$ cat src/rtl/sumador_secuencial_pkg.sv
`default_nettype none
// ============================================================================
//  Module      : sumador_secuencial_pkg
//  Description : Shared FSM encoding and sizing helpers for the multi-cycle
//                digit-serial adder/subtractor.
//  Revision    : 1.0 - initial release
// ============================================================================
package sumador_secuencial_pkg;

  typedef enum logic [0:0] {
    ST_IDLE = 1'b0,
    ST_RUN  = 1'b1
  } state_t;

  // Number of digit steps needed to cover the full operand width.
  function automatic int calc_n(input int width, input int digit);
    return width / digit;
  endfunction

  // Digit counter width; never narrower than one bit so N=1 still builds.
  function automatic int calc_cnt_w(input int n);
    return (n <= 1) ? 1 : $clog2(n);
  endfunction

endpackage
`default_nettype wire

$ cat src/rtl/sumador_digito.sv
`default_nettype none
// ============================================================================
//  Module      : sumador_digito
//  Description : Combinational DIGIT-bit adder with carry-in and carry-out.
//                Generalisation of the original fixed 4-bit adder.
//  Revision    : 1.0 - initial release
// ============================================================================
module sumador_digito #(
  parameter int DIGIT = 4
) (
  input  logic [DIGIT-1:0] A,
  input  logic [DIGIT-1:0] B,
  input  logic             Cin,
  output logic [DIGIT-1:0] Sum,
  output logic             Cout
);

  assign {Cout, Sum} = {1'b0, A} + {1'b0, B} + {{DIGIT{1'b0}}, Cin};

endmodule
`default_nettype wire

$ cat src/rtl/sumador_secuencial.sv
`default_nettype none
// ============================================================================
//  Module      : sumador_secuencial
//  Description : Multi-cycle WIDTH-bit adder/subtractor. Processes DIGIT bits
//                per clock, least-significant digit first, with a start/done
//                handshake, carry-in, subtract mode and signed overflow flag.
//  Revision    : 1.0 - initial release
// ============================================================================
module sumador_secuencial
  import sumador_secuencial_pkg::*;
#(
  parameter int WIDTH = 16,
  parameter int DIGIT = 4
) (
  input  logic             clk,
  input  logic             rst_n,
  input  logic             start,
  input  logic [WIDTH-1:0] A,
  input  logic [WIDTH-1:0] B,
  input  logic             Cin,
  input  logic             Sub,
  output logic             ready,
  output logic             done,
  output logic [WIDTH-1:0] Sum,
  output logic             Cout,
  output logic             Ovf
);

  localparam int N  = calc_n(WIDTH, DIGIT);
  localparam int CW = calc_cnt_w(N);

  state_t           state_q, state_d;
  logic [WIDTH-1:0] a_q, a_d;
  logic [WIDTH-1:0] b_q, b_d;       // effective B (already inverted for Sub)
  logic             carry_q, carry_d;
  logic [CW-1:0]    cnt_q, cnt_d;
  logic             a_msb_q, a_msb_d;
  logic             b_msb_q, b_msb_d;
  logic [WIDTH-1:0] sum_q, sum_d;
  logic             cout_q, cout_d;
  logic             ovf_q, ovf_d;
  logic             done_q, done_d;

  logic [DIGIT-1:0] w_dsum;
  logic             w_dcout;
  logic [WIDTH-1:0] w_full;         // completed result once the last digit lands
  logic             w_last;

  sumador_digito #(
    .DIGIT (DIGIT)
  ) u_digito (
    .A    (a_q[DIGIT-1:0]),
    .B    (b_q[DIGIT-1:0]),
    .Cin  (carry_q),
    .Sum  (w_dsum),
    .Cout (w_dcout)
  );

  assign w_last = (cnt_q == CW'(N - 1));

  // Partial-sum shift register: only the N-1 earlier digits need storing,
  // the newest digit comes straight from the adder.
  if (N > 1) begin : g_shift
    logic [WIDTH-DIGIT-1:0] res_q;

    assign w_full = {w_dsum, res_q};

    // Shift each new digit in from the top while running.
    always_ff @(posedge clk or negedge rst_n) begin
      if (!rst_n) begin
        res_q <= '0;
      end else if (state_q == ST_RUN) begin
        res_q <= w_full[WIDTH-1:DIGIT];
      end
    end
  end else begin : g_noshift
    assign w_full = w_dsum;
  end

  // Next-state and datapath control.
  always_comb begin
    state_d = state_q;
    a_d     = a_q;
    b_d     = b_q;
    carry_d = carry_q;
    cnt_d   = cnt_q;
    a_msb_d = a_msb_q;
    b_msb_d = b_msb_q;
    sum_d   = sum_q;
    cout_d  = cout_q;
    ovf_d   = ovf_q;
    done_d  = 1'b0;
    case (state_q)
      ST_IDLE: begin
        if (start) begin
          a_d     = A;
          b_d     = Sub ? ~B : B;
          carry_d = Sub ? 1'b1 : Cin;
          cnt_d   = '0;
          a_msb_d = A[WIDTH-1];
          b_msb_d = Sub ? ~B[WIDTH-1] : B[WIDTH-1];
          state_d = ST_RUN;
        end
      end
      ST_RUN: begin
        a_d     = a_q >> DIGIT;
        b_d     = b_q >> DIGIT;
        carry_d = w_dcout;
        cnt_d   = cnt_q + CW'(1);
        if (w_last) begin
          sum_d   = w_full;
          cout_d  = w_dcout;
          ovf_d   = (a_msb_q == b_msb_q) && (w_full[WIDTH-1] != a_msb_q);
          done_d  = 1'b1;
          state_d = ST_IDLE;
        end
      end
    endcase
  end

  // State and datapath registers with asynchronous clear.
  always_ff @(posedge clk or negedge rst_n) begin
    if (!rst_n) begin
      state_q <= ST_IDLE;
      a_q     <= '0;
      b_q     <= '0;
      carry_q <= 1'b0;
      cnt_q   <= '0;
      a_msb_q <= 1'b0;
      b_msb_q <= 1'b0;
      sum_q   <= '0;
      cout_q  <= 1'b0;
      ovf_q   <= 1'b0;
      done_q  <= 1'b0;
    end else begin
      state_q <= state_d;
      a_q     <= a_d;
      b_q     <= b_d;
      carry_q <= carry_d;
      cnt_q   <= cnt_d;
      a_msb_q <= a_msb_d;
      b_msb_q <= b_msb_d;
      sum_q   <= sum_d;
      cout_q  <= cout_d;
      ovf_q   <= ovf_d;
      done_q  <= done_d;
    end
  end

  assign ready = (state_q == ST_IDLE);
  assign done  = done_q;
  assign Sum   = sum_q;
  assign Cout  = cout_q;
  assign Ovf   = ovf_q;

endmodule
`default_nettype wire
$ cat config.mk
export PLATFORM = sky130hd
export DESIGN_NAME = sumador_secuencial
export DESIGN_NICKNAME = d
export VERILOG_FILES = /design/src/rtl/sumador_secuencial_pkg.sv /design/src/rtl/sumador_digito.sv /design/src/rtl/sumador_secuencial.sv
export SDC_FILE = /design/constraint.sdc
export NUM_CORES = 1
export LEC_CHECK = 0
export CORE_MARGIN = 5
export CORE_UTILIZATION = 50
export DETAILED_ROUTE_END_ITERATION = 16
export PLACE_DENSITY = 0.77
export SLEW_MARGIN = 20
export SYNTH_ARGS = -nofsm -noshare
export SYNTH_HDL_FRONTEND = slang
export SYNTH_SLANG_ARGS = --single-unit
$ cat constraint.sdc
create_clock -name clk -period 2.3 [get_ports clk]
set_clock_uncertainty 0.1 [all_clocks]
set_input_delay 0.46 -clock clk [delete_from_list [all_inputs] [get_ports clk]]
set_output_delay 0.46 -clock clk [all_outputs]
set_load 0.01 [all_outputs]
# After elaboration in Yosys (flattened, before gate mapping)
# Cells that the tools add are included.
totals:
  regBits: 69
  input_bits: 37
  output_inout_bits: 20
  wordCells: 41
op_classes:
  add_sub_neg: 3
  eq_ne: 4
  mux: 16
  bitwise: 3
  reduce_logical: 3
ops:
  columns: ["cell", "count"]
  rows:
  - ["$pmux W16 S2", 2]
  - ["$mux W16", 3]
  - ["$not A16 Y16", 1]
  - ["$mux W1", 7]
  - ["$add A4 B4 Y5", 1]
  - ["$add A5 B1 Y5", 1]
  - ["$pmux W1 S2", 2]
  - ["$pmux W2 S2", 1]
  - ["$reduce_and A2 Y1", 2]
  - ["$add A2 B1 Y2 const B", 1]
  - ["$eq A2 B2 Y1 const B", 1]
  - ["$mux W2", 1]
  - ["$ne A2 B2 Y1 const B", 1]
  - ["$not A1 Y1", 2]
  - ["$eq A1 B1 Y1", 1]
  - ["$logic_and A1 B1 Y1", 1]
  - ["$ne A1 B1 Y1", 1]

# Depth between registers and ports, before layout
logic_depth:
  depth_word: 4
  mapped_depth: 7
  mapped_depth_nobuf: 7

# By module
# Synthesis repeated with hierarchy kept, for this count alone.
unflattened:
  cells_unflattened: 258
  hier_area_um2: 3200.6
modules_own_cells:
  columns: ["mod", "n_inst", "cells_per_inst", "area_per_inst_um2", "seq_area_each_um2"]
  rows:
  - ["sumador_secuencial", 1, 242, 3056.7, 1726.7]
  - ["sumador_digito", 1, 16, 143.9, 0.0]

# Worst setup path before layout
# No wires, ideal clock.
synth_path:
  path_type: "register to register"
  start: "reg a_q[0]"
  end: "reg sum_q[15] (netlist: Sum[15])"
  setup_time_ns: 0.125
  arrival_ns: 1.546
  required_time_ns: 2.075
  slack_ns: 0.530
  stages_incl_launch_ff: 6
  n_path_buf: 0
  period_less_slack_ns: 1.770
  cell_sequence: "dfrtp_1 > fa_1 > a21o_1 > a21oi_1 > xnor2_1 > mux2_2"
synth_between:
  elab_chain_cells: 2
synth_rtl:
  columns: ["element", "line", "text"]
  rows:
  - ["start, declared", "sumador_secuencial.sv:33", "logic [WIDTH-1:0] a_q, a_d;"]
  - ["start signal, assigned", "sumador_secuencial.sv:125", "a_q <= '0;"]
  - ["start signal, assigned", "sumador_secuencial.sv:137", "a_q <= a_d;"]
  - ["$add A4 B4 Y5", "sumador_digito.sv:18", "assign {Cout, Sum} = {1'b0, A} + {1'b0, B} + {{DIGIT{1'b0}}, Cin};"]
  - ["$add A5 B1 Y5", "sumador_digito.sv:18", null]
  - ["end signal, assigned", "sumador_secuencial.sv:143", "sum_q <= sum_d;"]
  - ["end, declared", "sumador_secuencial.sv:39", "logic [WIDTH-1:0] sum_q, sum_d;"]
# No other way between the ends.
# A chain may end at the register's enable or synchronous reset.

# Worst setup path after layout
layout_path:
  start: "reg state_q"
  end: "out ready"
layout_between:
  elab_chain_cells: 1
layout_rtl:
  columns: ["element", "line", "text"]
  rows:
  - ["start, declared", "sumador_secuencial.sv:32", "state_t state_q, state_d;"]
  - ["start signal, assigned", "sumador_secuencial.sv:136", "state_q <= state_d;"]
  - ["$not A1 Y1", null, null]
  - ["end, declared", "sumador_secuencial.sv:22", "output logic ready,"]
# No other way between the ends.

==> reports/metrics.csv <==
stage;metric;value;unit
critical_path;critical path type;flop to primary output;
placement;hpwl dp;4028;µm
layout;most frequent cells in the layout;dfrtp_1, clkdlybuf4s50_1, nand2_1, o21ai_0, mux2_2;
placement;placed cell count;396;
layout;share of cells above drive strength 1;0.1488;
timing;Tmin final;2010;ps
synthesis;Post-Synth Simple-Gate Area;0.08522;
clock_network;Setup Buffers After CTS;0;
synthesis;Mapped Avg Cell Area;11.22;µm²
synthesis;Ys Warns;0;
critical_path;FF-to-FF Start;a_q[0];
drt;Vias/cell;5.136;
pwr;maximum VDD drop;0.8002;mV
drt;drt pass-1 iters;4;
synthesis;Post-Syn Instances;276;
synthesis;Synth Cell Area;3098;µm²
layout;Nets;375;
critical_path;crit end category;primary output;
clock_network;TritonCTS clock tree;built;
timing;RSZ-0062 raised after global routing;no;
clock_network;hold buffer count at CTS;0;
critical_path;Critical Path Fanout Max;7;
global_route;pin count of the biggest net entering global routing;70;
timing;max frequency;497.5;MHz
outcome;outcome;finished, final reports clean;
worst_hold_path;Hold Path Class;input pin to async pin;
synthesis;Post-Synth XOR/XNOR Area;0.05089;
synthesis;Cell variety after synth;29;
clock_network;CTS H-tree lvls;3;
critical_path;Critical Path Start Type;flop;
timing;max-slew violations;0;
timing;Final period util;0.8740;
layout;Ant. Diodes;0;
drt;final antenna-violating net count;0;
pwr;total power draw;4.740;mW
clock_network;CTS Buffer Depth;2;
timing;Final Hold Fails;0;
die;Starting Density;0.5202;
global_route;Total GRT Usage;0.1715;
timing;setup tns final;0;ps
global_route;vias in the first global route;2159;
drt;Vias;2111;
timing;Final Setup Violations;0;
die;Die Wd;88.72;µm
die;IO Count;57;
clock_network;Worst-Skew Late Latency;340;ps
placement;GP Congestion;0.7415;
die;DIE AREA;7870;µm²
clock_network;clock-pin transition on the worst setup and hold timing paths;70;ps
synthesis;Compound-Gate Fraction of Synth Area;0.09855;
global_route;grt ovf;0;
timing;worst relative slew slack;0.6082;
layout;Final Instance Count excl. Fillers;411;
die;num rows;28;
clock_network;Root Driver;clkbuf_8;
layout;most common cell after layout, fill and taps aside;dfrtp_1;
synthesis;post-synthesis sequential area ratio;0.5574;
global_route;global-route wire length before repair;10250;µm
critical_path;r2r endpoint;g_shift.res_q[11];
pwr;Leak;1.724;nW
pwr;Power Dens Cells;1218;nW/µm²
synthesis;post-synthesis mux area share;0.1462;
die;CORE AREA;5956;µm²
drt;DRC;0;
clock_network;Clock Sinks;69;
drt;Routed wire per std cell;14.16;µm
global_route;antenna violations before repair;0;
layout;Area growth syn-to-layout;25.61;%
timing;Slew @ Worst Pin;587.8;ps
drt;final WL;5818;µm
critical_path;Worst Reg-to-Reg Cells;5;
clock_network;post-cts sizing count;0;
critical_path;r2r setup slk;440;ps
critical_path;crit path DAT;1450;ps
clock_network;number of buffers created by CTS;9;
drt;Iter 0 DRT Violations;93;
synthesis;Synth Net Count;319;
critical_path;Setup crit start;state_q;
layout;post-route cell area;3891;µm²
placement;number of I/O port buffers;56;
placement;Post-DP Area;3722;µm²
synthesis;adder-cell area share of the yosys netlist;0.02908;
die;die height;88.72;µm
critical_path;Critical Path RT;1740;ps
synthesis;Yosys reg bits;69;
job;Max Cap Viol;0;
synthesis;combinational family with the most area after synthesis;multiplexers;
## worst max-delay path by stage
stage	cells after the start	endpoint	slack, ps
final	2	ready	290
after global routing	2	ready	220
after CTS	2	ready	270
after detailed placement	6	b_q[0]	430
after global placement	5	carry_q	450
after floorplan	5	Sum[15]	530
## final cells by class
cell class | instances | area, µm²
inverter | 6 | 22.52
sequential | 69 | 1728
clock buffer | 13 | 158.9
multi-input combinational | 184 | 1270
timing repair buffer | 62 | 608.1
clock inverter | 2 | 10.01
tap | 75 | 93.84
fill | 511 | 2064
## synthesized netlist by cell type, drive strengths merged
| library cell | count | area [µm²] |
|---|---|---|
| mux2 | 26 | 292.8 |
| clkbuf | 9 | 33.78 |
| o21a | 1 | 7.510 |
| ha | 4 | 50.05 |
| or4 | 1 | 7.510 |
| nor2b | 1 | 6.260 |
| fa | 2 | 40.04 |
| dfrtp | 69 | 1727 |
| xnor2 | 18 | 157.7 |
| a21oi | 7 | 35.03 |
| nor2 | 14 | 52.55 |
| a211o | 1 | 8.760 |
| a211oi | 4 | 30.03 |
| nand2 | 41 | 161.4 |
| nand3 | 1 | 5.000 |
| a21o | 1 | 7.510 |
| nand4b | 1 | 8.760 |
| nand4 | 1 | 6.260 |
| a22o | 1 | 8.760 |
| or4b | 1 | 10.01 |
| or3 | 1 | 6.260 |
| a21boi | 1 | 7.510 |
| o21ai | 40 | 200.2 |
| buf | 8 | 45.04 |
| mux2i | 16 | 160.2 |
| inv | 6 | 22.52 |
## cell families after synthesis
logic type | after synthesis
and+or+nand+nor | 62
DFF | 69
adders and majority gates | 6
xor gates and xnor gates | 18
muxes | 42
AOI/OAI and AO/OA | 56
buffers and inverters | 23
## power by group
part | leakage (nW) | switching, mW | internal, mW
combinational | 0.774 | 0.788 | 0.983
clock | 0.0893 | 0.418 | 0.442
sequential | 0.861 | 0.344 | 1.77
total | 1.72 | 1.55 | 3.19
## stage by stage
stage | util | worst slack, ps | hold slack (ps)
floorplan | - | 529.8 | 64.41
global route | 0.6534 | 224.1 | 54.22
detailed placement | 0.6250 | 430.2 | 366.6
global placement | 0.6250 | 451.4 | 360.2
finish | 0.6534 | 289.8 | 37.49
CTS | 0.6534 | 272.4 | 48.55
## worst max-delay path, stage by stage (launching register included)
cell	delay, ps
dfrtp_2	480
inv_1	100
clkdlybuf4s50_1	530
## sequential cells by signal (all words and copies together), names as in the netlist
| register | count |
|---|---|
| cnt_q | 2 |
| done | 1 |
| g_shift.res_q | 12 |
| a_q | 16 |
| b_q | 16 |
| state_q | 1 |
| Ovf | 1 |
| Cout | 1 |
| Sum | 16 |
| b_msb_q | 1 |
| a_msb_q | 1 |
| carry_q | 1 |
## layer usage
layer	vias to the layer above	GRT usage	wire length [µm]
met5	-	0	0
met2	53	0.2800	2806
met3	5	0.05959	384
li1	1048	-	-
met1	1005	0.2180	2565
met4	0	0.04533	61
Note: power is estimated with default switching activity, not from simulation.
